## src/rtl/pipe_stall_ctrl_pkg.sv

```systemverilog
// Shared definitions for the pipeline stall controller: stall bus layout,
// stall codes and the mult/div sequencer state encoding.
package pipe_stall_ctrl_pkg;

  localparam int unsigned StallW = 6;

  localparam int unsigned StPc  = 0;
  localparam int unsigned StIf  = 1;
  localparam int unsigned StId  = 2;
  localparam int unsigned StEx  = 3;
  localparam int unsigned StMem = 4;
  localparam int unsigned StWb  = 5;

  localparam logic Stop   = 1'b1;
  localparam logic NoStop = 1'b0;

  typedef logic [StallW-1:0] stall_t;

  localparam stall_t StallMem  = 6'b011111;
  localparam stall_t StallEx   = 6'b001111;
  localparam stall_t StallLu   = 6'b000111;
  localparam stall_t StallNone = 6'b000000;

  typedef enum logic [1:0] {
    StIdle = 2'd0,
    StBusy = 2'd1,
    StDone = 2'd2
  } md_state_e;

  // Total EX occupancy for the instruction being started.
  function automatic logic [5:0] md_len(input logic is_div, input logic [5:0] div_len,
                                        input logic [5:0] mul_len);
    return is_div ? div_len : mul_len;
  endfunction

endpackage

```

## src/rtl/pipe_stall_ctrl_md_seq_counter.sv

```systemverilog
// HI/LO multiply/divide sequencer: IDLE/BUSY/DONE FSM with a 6-bit down counter.
// Produces the EX hold request, the result-capture strobe and the busy flag.
module pipe_stall_ctrl_md_seq_counter
  import pipe_stall_ctrl_pkg::*;
#(
  parameter int unsigned DIV_CYCLES = 33,
  parameter int unsigned MUL_CYCLES = 2
) (
  input  logic clk,
  input  logic resetn,
  input  logic md_start,
  input  logic md_is_div,
  input  logic mem_dwait,
  output logic ex_hold,
  output logic md_done,
  output logic md_busy
);

  localparam logic [5:0] DivLen = 6'(DIV_CYCLES);
  localparam logic [5:0] MulLen = 6'(MUL_CYCLES);

  md_state_e  state_q, state_d;
  logic [5:0] cnt_q, cnt_d;
  logic [5:0] start_len;

  assign start_len = md_len(md_is_div, DivLen, MulLen);

  always_ff @(posedge clk or negedge resetn) begin
    if (!resetn) begin
      state_q <= StIdle;
      cnt_q   <= 6'd0;
    end else begin
      state_q <= state_d;
      cnt_q   <= cnt_d;
    end
  end

  always_comb begin
    state_d = state_q;
    cnt_d   = cnt_q;
    unique case (state_q)
      StIdle: begin
        if (md_start) begin
          if (start_len == 6'd1) begin
            state_d = StDone;
          end else begin
            state_d = StBusy;
            cnt_d   = start_len - 6'd2;
          end
        end
      end
      StBusy: begin
        // Counts through mem_dwait; the transition at zero keeps cnt from wrapping.
        if (cnt_q == 6'd0) begin
          state_d = StDone;
        end else begin
          cnt_d = cnt_q - 6'd1;
        end
      end
      StDone: begin
        // Result stays presented until MEM lets EX actually advance.
        if (!mem_dwait) begin
          state_d = StIdle;
        end
      end
      default: state_d = StIdle;
    endcase
  end

  always_comb begin
    ex_hold = 1'b0;
    md_done = 1'b0;
    md_busy = 1'b0;
    unique case (state_q)
      StIdle: ex_hold = md_start && (start_len != 6'd1);
      StBusy: begin
        ex_hold = 1'b1;
        md_busy = 1'b1;
      end
      StDone: begin
        md_done = 1'b1;
        md_busy = 1'b1;
      end
      default: ;
    endcase
  end

endmodule

```

## src/rtl/pipe_stall_ctrl.sv

```systemverilog
// Central pipeline scheduler: merges MEM wait, mult/div EX hold and load-use
// requests into one stall bus, deepest request first.
module pipe_stall_ctrl
  import pipe_stall_ctrl_pkg::*;
#(
  parameter int unsigned STALL_W    = 6,
  parameter int unsigned DIV_CYCLES = 33,
  parameter int unsigned MUL_CYCLES = 2
) (
  input  logic               clk,
  input  logic               resetn,
  input  logic               id_loaduse,
  input  logic               ex_md_start,
  input  logic               ex_md_is_div,
  input  logic               mem_dwait,
  output logic [STALL_W-1:0] stall,
  output logic               md_done,
  output logic               md_busy
);

  logic   ex_hold;
  logic   lu_req;
  logic   lu_win;
  logic   lu_done_q, lu_done_d;
  stall_t stall_code;

  pipe_stall_ctrl_md_seq_counter #(
    .DIV_CYCLES(DIV_CYCLES),
    .MUL_CYCLES(MUL_CYCLES)
  ) u_md_seq_counter (
    .clk      (clk),
    .resetn   (resetn),
    .md_start (ex_md_start),
    .md_is_div(ex_md_is_div),
    .mem_dwait(mem_dwait),
    .ex_hold  (ex_hold),
    .md_done  (md_done),
    .md_busy  (md_busy)
  );

  // One bubble per ID instruction; forwarding from MEM covers the rest.
  assign lu_req = id_loaduse && !lu_done_q;

  always_comb begin
    stall_code = StallNone;
    lu_win     = 1'b0;
    // Bus is forced quiet while reset is asserted, independent of the clock.
    if (!resetn) begin
      stall_code = StallNone;
    end else if (mem_dwait) begin
      stall_code = StallMem;
    end else if (ex_hold) begin
      stall_code = StallEx;
    end else if (lu_req) begin
      stall_code = StallLu;
      lu_win     = 1'b1;
    end
  end

  always_comb begin
    lu_done_d = lu_done_q;
    if (lu_win) begin
      lu_done_d = 1'b1;
    end else if (stall_code[StId] == NoStop) begin
      lu_done_d = 1'b0;
    end
  end

  always_ff @(posedge clk or negedge resetn) begin
    if (!resetn) begin
      lu_done_q <= 1'b0;
    end else begin
      lu_done_q <= lu_done_d;
    end
  end

  assign stall = STALL_W'(stall_code);

endmodule

```

## config.mk

```make
export PLATFORM = sky130hd
export DESIGN_NAME = pipe_stall_ctrl
export DESIGN_NICKNAME = d
export VERILOG_FILES = /design/src/rtl/pipe_stall_ctrl_pkg.sv /design/src/rtl/pipe_stall_ctrl_md_seq_counter.sv /design/src/rtl/pipe_stall_ctrl.sv
export SDC_FILE = /design/constraint.sdc
export NUM_CORES = 1
export LEC_CHECK = 0
export BUFFER_PORTS_ARGS = -buffer_cell sky130_fd_sc_hd__clkbuf_2
export CORE_AREA = 4 4 49 51
export DETAILED_ROUTE_END_ITERATION = 8
export DIE_AREA = 0 0 53 55
export GPL_TIMING_DRIVEN = 0
export MAX_ROUTING_LAYER = met4
export PLACE_DENSITY = 0.65
export SETUP_SLACK_MARGIN = 0.15
export SYNTH_ARGS = -nofsm -noshare
export SYNTH_HDL_FRONTEND = slang
export SYNTH_SLANG_ARGS = --single-unit
```

## constraint.sdc

```tcl
create_clock -name clk -period 5.6 [get_ports clk]
set_input_delay 1.12 -clock clk [delete_from_list [all_inputs] [get_ports clk]]
set_output_delay 1.12 -clock clk [all_outputs]
set_load 0.01 [all_outputs]
```

==> results.md, run 1 <==
- **run status** finished, final reports clean
- **hold crit path type** reg -> reg
- **hold path startpoint** u_md_seq_counter.cnt_q[5]
- **Commonest cells post-synth** nand2_1 (10), dfrtp_1 (9), ha_1 (7), inv_1 (7)
- **share of async-settable or async-resettable flops after synthesis** 100.0%
- **reported max-cap violation count** 0
- **max-slew violation count** 0
- **Total Negative Setup Slacks** 0 ns
- **CTS H-Tree Depth** 1
- **# IOs** 14
- **most repeated cell in the gate-level netlist after synthesis** nand2_1
- **number of instances in the placed design** 133
- **synth top area cells** dfrtp_1 (29%), ha_1 (11%), nand2_1 (4.9%)
- **chip width** 53 µm
- **clock buffer depth** 2
- **CTS resizes** 0
- **average detailed-routed wire length per instance** 12.21 µm
- **Worst setup EP type** output port
- **number of violations reported at the end of detailed-routing iteration 0** 16
- **Std-Cell Core Area** 1942 µm²
- **power density cells** 511.8 nW/µm²
- **cts-stage hold buffer count** 0
- **Clock Pin Slew Worst Setup and Hold Paths** 0.06 ns
- **Total GRT Usage** 14.34%
- **Lkg Pwr** 0.4298 nW
- **maximum fanout along the worst path** 10
- **CTS tree** yes
- **detailed-route vias per instance** 5.234
- **number of standard cells in the layout, taps in and fillers out** 137
- **synth-to-layout area growth** 15.61%
- **routability cong.** 0.8276
- **Final period util** 63.54%
- **arrival time at the worst endpoint** 2.44 ns
- **number of endpoints with negative hold slack in the final report** 0
- **sort of element at the start of the critical path** input pin
- **total nets after synthesis** 107
- **fraction of post-synthesis cell area in the top cell type by area** 29.27%
- **final setup fails** 0
- **global-route wire length before repair** 2877 µm
- **total standard cell area after synthesis** 769.5 µm²
- **number of fill cells in the layout** 204
- **Net count, final** 124
- **initial core utilization** 39.63%
- **quantity of I/O buffers inserted on ports** 12
- **number of synthesized register bits** 9
- **cell at the root of the clock tree** clkbuf_4
- **ratio of cells with drive above 1 in the final layout** 22.73%
- **FP Rows** 16
- **initial antenna violation count** 0
- **synthesized netlist cell count** 94
- **post-route ant nets** 0
- **final design instance area without fill** 889.6 µm²
- **number of detailed-routing iterations run before antenna repair** 4
- **Die Footprint** 2915 µm²
- **CTS Buf Count** 3
- **number of synthesized flops with an enable pin** 0
- **fraction of the yosys area taken by sequential cells** 29.27%
- **Max rail drop VDD** 274.0 µV
- **required time of the worst setup path** 4.48 ns
- **prevailing post-synth register cell** dfrtp_1
- **number of antenna cells inserted** 0
- **number of buffers added for setup after CTS** 0
- **Post-Syn Area per Cell** 8.186 µm²
- **vias in the first global route** 691
- **setup repair after global routing missed its margin** no
- **startpoint of the worst setup timing path** ex_md_start
- **area after detailed placement** 863.3 µm²
- **maximum clock skew at final layout** 0.0009082 ns
- **clock latency on the worst-skew pair** 0.27 ns
- **library cell occupying the most area in the post-synthesis netlist** dfrtp_1
- **YS warnings** 0
- **time the final worst path needs with I/O delays and setup** 3.558 ns
- **highest achievable clock rate** 281.0 MHz
- **pin count of the biggest net entering global routing** 14
- **Routed WL** 1673 µm
- **Critical R2R Launch** u_md_seq_counter.state_q[0]
- **overflow left after global routing** 0
- **number of unique standard cell types used by synthesis** 36
- **hpwl dp** 1257 µm
- **total number of clock tree sinks** 9
- **chip height** 55 µm
- **kind of critical path** in -> out
- **total via count after detailed routing** 717
- **drc violations** 0
[where the power goes]
group / switching [mW] / internal (mW) / total, mW
combinational: 0.157 / 0.118 / 0.275
sequential: 0.0338 / 0.0932 / 0.127
clock: 0.0253 / 0.0276 / 0.0529
[worst max-delay path: stages]
cell and delay [ns]:
clkbuf_2 0.08, clkbuf_1 0.20, a211oi_1 0.49, a21boi_0 0.25, buf_4 0.19, clkbuf_2 0.12
[worst paths after layout]
| check | end | slack [ns] | cells past startpoint |
|---|---|---|---|
| setup / recovery | stall[1] | 2.04 | 6 |
| hold / removal | u_md_seq_counter.cnt_q[5] | 0.50 | 1 |
| setup reg to reg | u_md_seq_counter.state_q[1] | 3.74 | 7 |
| hold reg to reg | u_md_seq_counter.cnt_q[5] | 0.50 | 1 |
| max in group asynchronous | u_md_seq_counter.cnt_q[1] | 4.64 | 1 |
| min in group asynchronous | u_md_seq_counter.cnt_q[4] | 0.72 | 1 |
[sequential cells by signal (all words and copies together) (netlist names)]
register / cells
u_md_seq_counter.cnt_q: 6
u_md_seq_counter.state_q: 2
lu_done_q: 1
[placed cells by master (no fill, tap or decap), types with 2 or more instances in the layout]
master	instances
a21oi_1	5
a31oi_1	3
and2_1	2
buf_4	3
clkbuf_1	3
clkbuf_2	12
clkbuf_4	3
dfrtp_1	9
ha_1	7
inv_1	7
mux2_2	2
mux2i_1	2
nand2_1	10
nand2b_1	3
nand3_1	4
nand4_1	3
nor2_1	6
o21ai_0	6
[final cells by class]
class	count	area (µm²)	share of cell area, %
inverter	7	26.28	2.954
clock buffer	4	26.28	2.954
timing repair buffer	12	60.06	6.751
tap	27	33.78	3.797
sequential	9	225.2	25.32
buffer	6	35.03	3.938
multi-input combinational	72	483.0	54.29
[layer usage]
metal / track usage, % / vias to the layer above / part of all wire (%)
li1: - / 357 / -
met1: 15.75 / 334 / 43
met2: 23.14 / 24 / 50
met3: 5.630 / 2 / 6.2
met4: 6.383 / 0 / 0.12
met5: - / - / 0
[per-stage QoR]
stage / hold WS (ns) / total power [mW] / setup slack [ns] / util, %
3_3_place_gp: 0.4806 / 0.3922 / 2.120 / 44.46
3_5_place_dp: 0.4958 / 0.4013 / 2.053 / 44.46
4_1_cts: 0.5045 / 0.4592 / 2.049 / 45.81
5_1_grt: 0.5220 / 0.5076 / 1.942 / 45.81
6_report: 0.5037 / 0.4553 / 2.042 / 45.81
2_1_floorplan: 0.4521 / 0.3365 / 2.333 / -
[cell families (layout without fill, tap and decap cells)]
family / Yosys count / in the layout / synth area share [%]
multiplexers: 4 / 4 / 5.528
buffers and inverters: 13 / 29 / 7.968
AND/OR/NAND/NOR: 36 / 36 / 25.21
AO/OA/AOI/OAI: 22 / 22 / 17.89
other: 1 / 1 / 0.4873
flip-flops: 9 / 9 / 29.27
adder cells (fa/ha/maj): 7 / 7 / 11.38
XOR/XNOR: 2 / 2 / 2.277
Note: power is estimated with default switching activity, not from simulation.
==> run 2: changes to the inputs <==
ABC_AREA = 1   (was not set)
CORE_AREA = 4 4 47 49   (was 4 4 49 51)
DIE_AREA = 0 0 51 53   (was 0 0 53 55)
PLACE_DENSITY = 0.67   (was 0.65)
clock period = 3.4 ns   (was 5.6 ns; I/O delays follow)
==> results.md, run 2 <==
- **Clock Pin Slew Worst Setup and Hold Paths** 0.06 ns, about the same
- **ratio of cells with drive above 1 in the final layout** 23.93%, +1.2 points
- **critical path's slowest cell** dfrtp_1
- **number of synthesized register bits** 9, unchanged
- **CTS resizes** 0, unchanged
- **Worst setup EP type** output port
- **number of endpoints with negative hold slack in the final report** 0, unchanged
- **YS warnings** 0, unchanged
- **register name with the most flops** u_md_seq_counter.cnt_q
- **number of buffers added for setup after CTS** 0, unchanged
- **Final period util** 71.95%
- **Post-Syn Area per Cell** 7.160 µm², -13%
- **chip height** 53 µm, -3.6%
- **number of violations reported at the end of detailed-routing iteration 0** 10, -6
- **fraction of post-synthesis cell area in the top cell type by area** 31.14%, +1.9 points
- **initial core utilization** 38.84%, -0.78 points
- **share of async-settable or async-resettable flops after synthesis** 100.0%, unchanged
- **synth top area cells** dfrtp_1 (31%), nand2_1 (16%), ha_1 (12%)
- **Routed WL** 1316 µm, -21%
- **end point of the critical path** stall[1]
- **synth-to-layout area growth** 16.61%
- **Commonest cells post-synth** nand2_1 (31), inv_1 (14), nand3_1 (12), dfrtp_1 (9)
- **clock buffer depth** 2, unchanged
- **routability cong.** 0.8209, -0.81%
- **required time of the worst setup path** 2.72 ns, -1.76 ns
- **largest registers** u_md_seq_counter.cnt_q (6), u_md_seq_counter.state_q (2), lu_done_q (1)
- **number of antenna cells inserted** 0, unchanged
- **area taken by flip-flops and latches** 225.2 µm², unchanged
- **Combinational Power Share** 61.0%, +0.5 points
- **Die Footprint** 2703 µm², -7.3%
- **CTS Buf Count** 3, unchanged
- **average detailed-routed wire length per instance** 9.139 µm, -25%
- **power density cells** 879.1 nW/µm², +72%
- **detailed-route vias per instance** 4.528, -13%
- **Max rail drop VDD** 396.4 µV, +45%
- **hpwl dp** 1091 µm, -13%
- **most frequent cells in the layout** nand2_1 (31), inv_1 (14), nand3_1 (12), clkbuf_2 (12), dfrtp_1 (9)
- **sort of element at the start of the critical path** flip-flop
- **quantity of I/O buffers inserted on ports** 12, unchanged
- **pre-CTS setup slack** 1.213 ns, -0.8398 ns
- **total via count after detailed routing** 652, -9.1%
- **maximum clock skew at final layout** 0.003005 ns, +0.002097 ns
- **leading cell type in the layout, fill and taps excluded** nand2_1
- **number of detailed-routing iterations run before antenna repair** 4, unchanged
- **reported max-cap violation count** 0, unchanged
- **hold crit path type** in -> async
- **overflow left after global routing** 0, unchanged
- **initial antenna violation count** 0, unchanged
- **CTS H-Tree Depth** 1, unchanged
- **final setup fails** 0, unchanged
- **time the final worst path needs with I/O delays and setup** 2.446 ns
- **clock latency on the worst-skew pair** 0.26 ns, about the same
- **total standard cell area after synthesis** 723.2 µm², -6.0%
- **number of flip-flops in the largest register** 6, unchanged
- **setup repair after global routing missed its margin** no
- **Std-Cell Core Area** 1862 µm², -4.1%
- **series of cell instances along the critical path** inv_1, ha_1, nor2_1, nand2_1, nand2_1, nand2_1, buf_4, clkbuf_2
- **Worst path max stage delay** 0.40 ns, -0.09 ns
- **total nets after synthesis** 114, +6.5%
- **post-route ant nets** 0, unchanged
- **number of synthesized flops with an enable pin** 0, unchanged
- **max-slew violation count** 0, unchanged
- **total power of the final layout** 741.4 µW, +63%
- **relative contribution of the clock network to total power** 11.2%, -0.4 points
- **Lkg Pwr** 0.4926 nW, +15%
- **total number of clock tree sinks** 9, unchanged
- **CTS tree** yes
- **synthesized netlist cell count** 101, +7.4%
- **arrival time at the worst endpoint** 1.77 ns, -0.67 ns
- **number of standard cells in the layout, taps in and fillers out** 144, +5.1%
- **number of fill cells in the layout** 202, -0.98%
- **Critical R2R Launch** u_md_seq_counter.state_q[1]
- **net switching share of the total power** 49.29%, +1.7 points
- **FP Rows** 16, unchanged
- **Total GRT Usage** 11.75%, -2.6 points
- **Worst R2R Setup Slack** 1.95 ns, -1.79 ns
- **Net count, final** 131, +5.6%
- **library cell occupying the most area in the post-synthesis netlist** dfrtp_1
- **run status** finished, final reports clean
- **fraction of the yosys area taken by sequential cells** 31.14%, +1.9 points
- **kind of critical path** reg -> out
- **final critical-path setup slack** 0.9538 ns, -1.088 ns
- **# IOs** 14, unchanged
- **pin count of the biggest net entering global routing** 13, -1
- **vias in the first global route** 571, -17%
- **internal portion of total power** 376.0 µW, +58%
- **global-route wire length before repair** 2311 µm, -20%
- **maximum fanout along the worst path** 7, -3
- **CP most frequent cell** nand2_1
- **prevailing post-synth register cell** dfrtp_1
- **Total Negative Setup Slacks** 0 ns, unchanged
- **chip width** 51 µm, -3.8%
- **cell at the root of the clock tree** clkbuf_4
- **sequential share of power** 27.8%, about the same
- **most repeated cell in the gate-level netlist after synthesis** nand2_1
- **number of unique standard cell types used by synthesis** 18, -50%
- **drc violations** 0, unchanged
- **WHS** 0.2893 ns, -0.2144 ns
- **switching component of the power** 365.4 µW, +69%
- **number of instances in the placed design** 140, +5.3%
- **startpoint of the worst setup timing path** u_md_seq_counter.state_q[1]
- **highest achievable clock rate** 408.8 MHz
- **area taken by multi-input logic gates** 415.4 µm², -14%
- **worst r2r path cells** 7, unchanged
- **cts-stage hold buffer count** 0, unchanged
- **R2R Path End** u_md_seq_counter.cnt_q[4]
## run 2: worst min path at each step
stage | startpoint | end | slack [ns]
floorplan | resetn | lu_done_q | 0.38
global placement | u_md_seq_counter.state_q[1] | u_md_seq_counter.state_q[1] | 0.50
detailed placement | u_md_seq_counter.state_q[1] | u_md_seq_counter.state_q[1] | 0.50
CTS | resetn | u_md_seq_counter.cnt_q[3] | 0.29
global route | resetn | u_md_seq_counter.cnt_q[3] | 0.29
finish | resetn | u_md_seq_counter.state_q[1] | 0.29
## run 2: final cells by class
type	count	share of cell area, %
flip-flops and latches	9	26.71
repair buffers	12	7.122
plain buffers	3	2.671
multi-input cells	73	49.26
inverters	16	7.122
well taps	27	4.006
clock buffers	4	3.116
## run 2: kinds of logic (layout without fill, tap and decap cells)
| logic type | Yosys count | in the layout | share of synthesized area, % |
|---|---|---|---|
| AND/OR/NAND/NOR | 60 | 60 | 41.00 |
| buffers and inverters | 19 | 35 | 11.42 |
| flip-flops | 9 | 9 | 31.14 |
| adder cells (fa/ha/maj) | 7 | 7 | 12.11 |
| AO/OA/AOI/OAI | 5 | 5 | 3.805 |
| other | 1 | 1 | 0.5185 |
## run 2: per-layer routing
layer	vias up	global-route usage [%]	routed length, µm
li1	343	-	-
met1	291	14.43	625
met2	16	17.81	605
met3	2	2.535	68
met4	0	6.726	17
met5	-	-	0
## run 2: power groups by stage
stage / Clock, mW / Sequential, mW / Combinational [mW]
after floorplan: 0 / 0.196 / 0.370
after global placement: 0 / 0.206 / 0.448
after detailed placement: 0 / 0.208 / 0.459
after CTS: 0.0859 / 0.206 / 0.462
after global routing: 0.0904 / 0.215 / 0.528
final: 0.0831 / 0.206 / 0.453
## run 2: worst max-delay path, delay by kind of cell (launching register included)
| family | cells | cell delay, ns |
|---|---|---|
| and+or+nand+nor | 4 | 0.38 |
| DFF | 1 | 0.40 |
| adders and majority gates | 1 | 0.38 |
| buffers and inverters | 3 | 0.34 |
## run 2: per-stage QoR
stage	instance area, µm²	util [%]
detailed placement	817.0	43.88
global placement	817.0	43.88
global route	843.3	45.30
finish	843.3	45.30
CTS	843.3	45.30
floorplan	723.2	-
==> run 3: changes to the inputs <==
clock period = 2.4 ns   (was 3.4 ns; I/O delays follow)
==> results.md, run 3 (same netlist as run 2, synthesis figures left out) <==
- **run status** finished, final reports clean
- **total via count after detailed routing** 648, -0.61%
- **FP Rows** 16, unchanged
- **Lkg Pwr** 0.4902 nW, -0.48%
- **met1 capacity usage during global routing** 14.60%, +0.17 points
- **vias in the first global route** 570, -0.18%
- **total number of clock tree sinks** 9, unchanged
- **arrival time at the worst endpoint** 1.62 ns, -0.15 ns
- **clock buffer depth** 2, unchanged
- **final design instance area without fill** 859.6 µm², +1.9%
- **number of standard cells in the layout, taps in and fillers out** 144, unchanged
- **number of endpoints with negative hold slack in the final report** 0, unchanged
- **setup repair after global routing missed its margin** no
- **area after detailed placement** 817.0 µm², unchanged
- **pre-CTS setup slack** 0.4129 ns, -0.8000 ns
- **maximum clock skew at final layout** 0.004761 ns, +0.001756 ns
- **routability cong.** 0.8209, unchanged
- **register name with the most flops** u_md_seq_counter.cnt_q
- **Final period util** 87.52%
- **number of flip-flops in the largest register** 6, unchanged
- **quantity of I/O buffers inserted on ports** 12, unchanged
- **initial core utilization** 38.84%, unchanged
- **required time of the worst setup path** 1.92 ns, -0.80 ns
- **cell at the root of the clock tree** clkbuf_4
- **hold crit path type** in -> async
- **# IOs** 14, unchanged
- **kind of critical path** reg -> out
- **CTS Buf Count** 3, unchanged
- **chip height** 53 µm, unchanged
- **Net count, final** 131, unchanged
- **time the final worst path needs with I/O delays and setup** 2.100 ns
- **Routed WL** 1361 µm, +3.4%
- **maximum fanout along the worst path** 4, -3
- **pin count of the biggest net entering global routing** 13, unchanged
- **global-route wire length before repair** 2325 µm, +0.61%
- **most utilized layer in the global route result** met2
- **average detailed-routed wire length per instance** 9.451 µm, +3.4%
- **met2 usage** 17.81%, unchanged
- **core occupancy in the finished layout** 46.17%, +0.87 points
- **largest registers** u_md_seq_counter.cnt_q (6), u_md_seq_counter.state_q (2), lu_done_q (1)
- **number of detailed-routing iterations run before antenna repair** 4, unchanged
- **CTS H-Tree Depth** 1, unchanged
- **leading cell type in the layout, fill and taps excluded** nand2_1
- **Clock Pin Slew Worst Setup and Hold Paths** 0.06 ns, about the same
- **clock latency on the worst-skew pair** 0.26 ns, about the same
- **Std-Cell Core Area** 1862 µm², unchanged
- **final critical-path setup slack** 0.2996 ns, -0.6542 ns
- **post-route ant nets** 0, unchanged
- **Total GRT Usage** 11.81%, +0.062 points
- **number of buffers added for setup after CTS** 0, unchanged
- **routing usage on met3** 2.535%, unchanged
- **detailed-route vias per instance** 4.500, -0.61%
- **Total Negative Setup Slacks** 0 ns, unchanged
- **highest achievable clock rate** 476.1 MHz
- **drc violations** 0, unchanged
- **overflow left after global routing** 0, unchanged
- **synth-to-layout area growth** 18.86%
- **cts-stage hold buffer count** 0, unchanged
- **chip width** 51 µm, unchanged
- **most frequent cells in the layout** nand2_1 (31), inv_1 (13), nand3_1 (12), clkbuf_2 (12), dfrtp_1 (8)
- **number of violations reported at the end of detailed-routing iteration 0** 10, unchanged
- **sort of element at the start of the critical path** flip-flop
- **reported max-cap violation count** 0, unchanged
- **power density cells** 1260 nW/µm², +43%
- **Max rail drop VDD** 567.1 µV, +43%
- **max-slew violation count** 0, unchanged
- **initial antenna violation count** 0, unchanged
- **number of antenna cells inserted** 0, unchanged
- **Die Footprint** 2703 µm², unchanged
- **Worst setup EP type** output port
- **hpwl dp** 1091 µm, unchanged
- **number of instances in the placed design** 140, unchanged
- **final setup fails** 0, unchanged
- **ratio of cells with drive above 1 in the final layout** 27.35%, +3.4 points
- **CTS tree** yes
-- run 3: path summary, 6_finish.rpt --
kind,from,depth (start not counted),slack (ns),to
max in group asynchronous,resetn,1,2.07,u_md_seq_counter.state_q[0]
min,resetn,1,0.09,u_md_seq_counter.state_q[1]
min in group clk,id_loaduse,3,0.50,lu_done_q
max reg2reg,u_md_seq_counter.state_q[0],9,0.96,u_md_seq_counter.cnt_q[4]
max,u_md_seq_counter.state_q[0],8,0.30,stall[1]
min reg2reg,u_md_seq_counter.state_q[1],2,0.54,u_md_seq_counter.state_q[1]
-- run 3: cell type report --
type | count | area [µm²]
Sequential cell | 9 | 226.5
Multi-Input combinational cell | 73 | 430.4
Timing Repair Buffer | 12 | 60.06
Inverter | 16 | 60.06
Clock buffer | 4 | 26.28
Fill cell | 197 | 1002
Buffer | 3 | 22.52
Tap cell | 27 | 33.78
-- run 3: critical path: stages, from the launching register on --
cell      delay, ns
dfrtp_2        0.44
inv_1          0.12
ha_2           0.23
nand2_1        0.06
nand2_1        0.08
nand2_1        0.08
nand2_1        0.12
buf_4          0.11
clkbuf_2       0.11
-- run 3: what timing repair did --
item | in CTS | in global routing
setup endpoints to repair | 2 | 2
resized for setup | 1 | 4
hold endpoints to repair | 0 | 0
-- run 3: metal layers --
layer,wire [µm],vias up,part of all wire [%]
li1,-,343,-
met1,636,289,47
met2,642,14,47
met3,65,2,4.8
met4,17,0,1.2
met5,0,-,0
-- run 3: power breakdown --
part	leakage (nW)	internal [mW]	switching (mW)	total, mW
clock network	0.0150	0.0641	0.0536	0.118
registers	0.113	0.226	0.0725	0.298
logic	0.362	0.262	0.405	0.667
total	0.490	0.552	0.532	1.08
-- run 3: through the flow --
stage	power [mW]	hold WS (ns)
after floorplan	0.8019	0.1844
after global placement	0.9263	0.3722
after detailed placement	0.9449	0.3795
after CTS	1.072	0.09255
after global routing	1.214	0.09335
final	1.083	0.08791
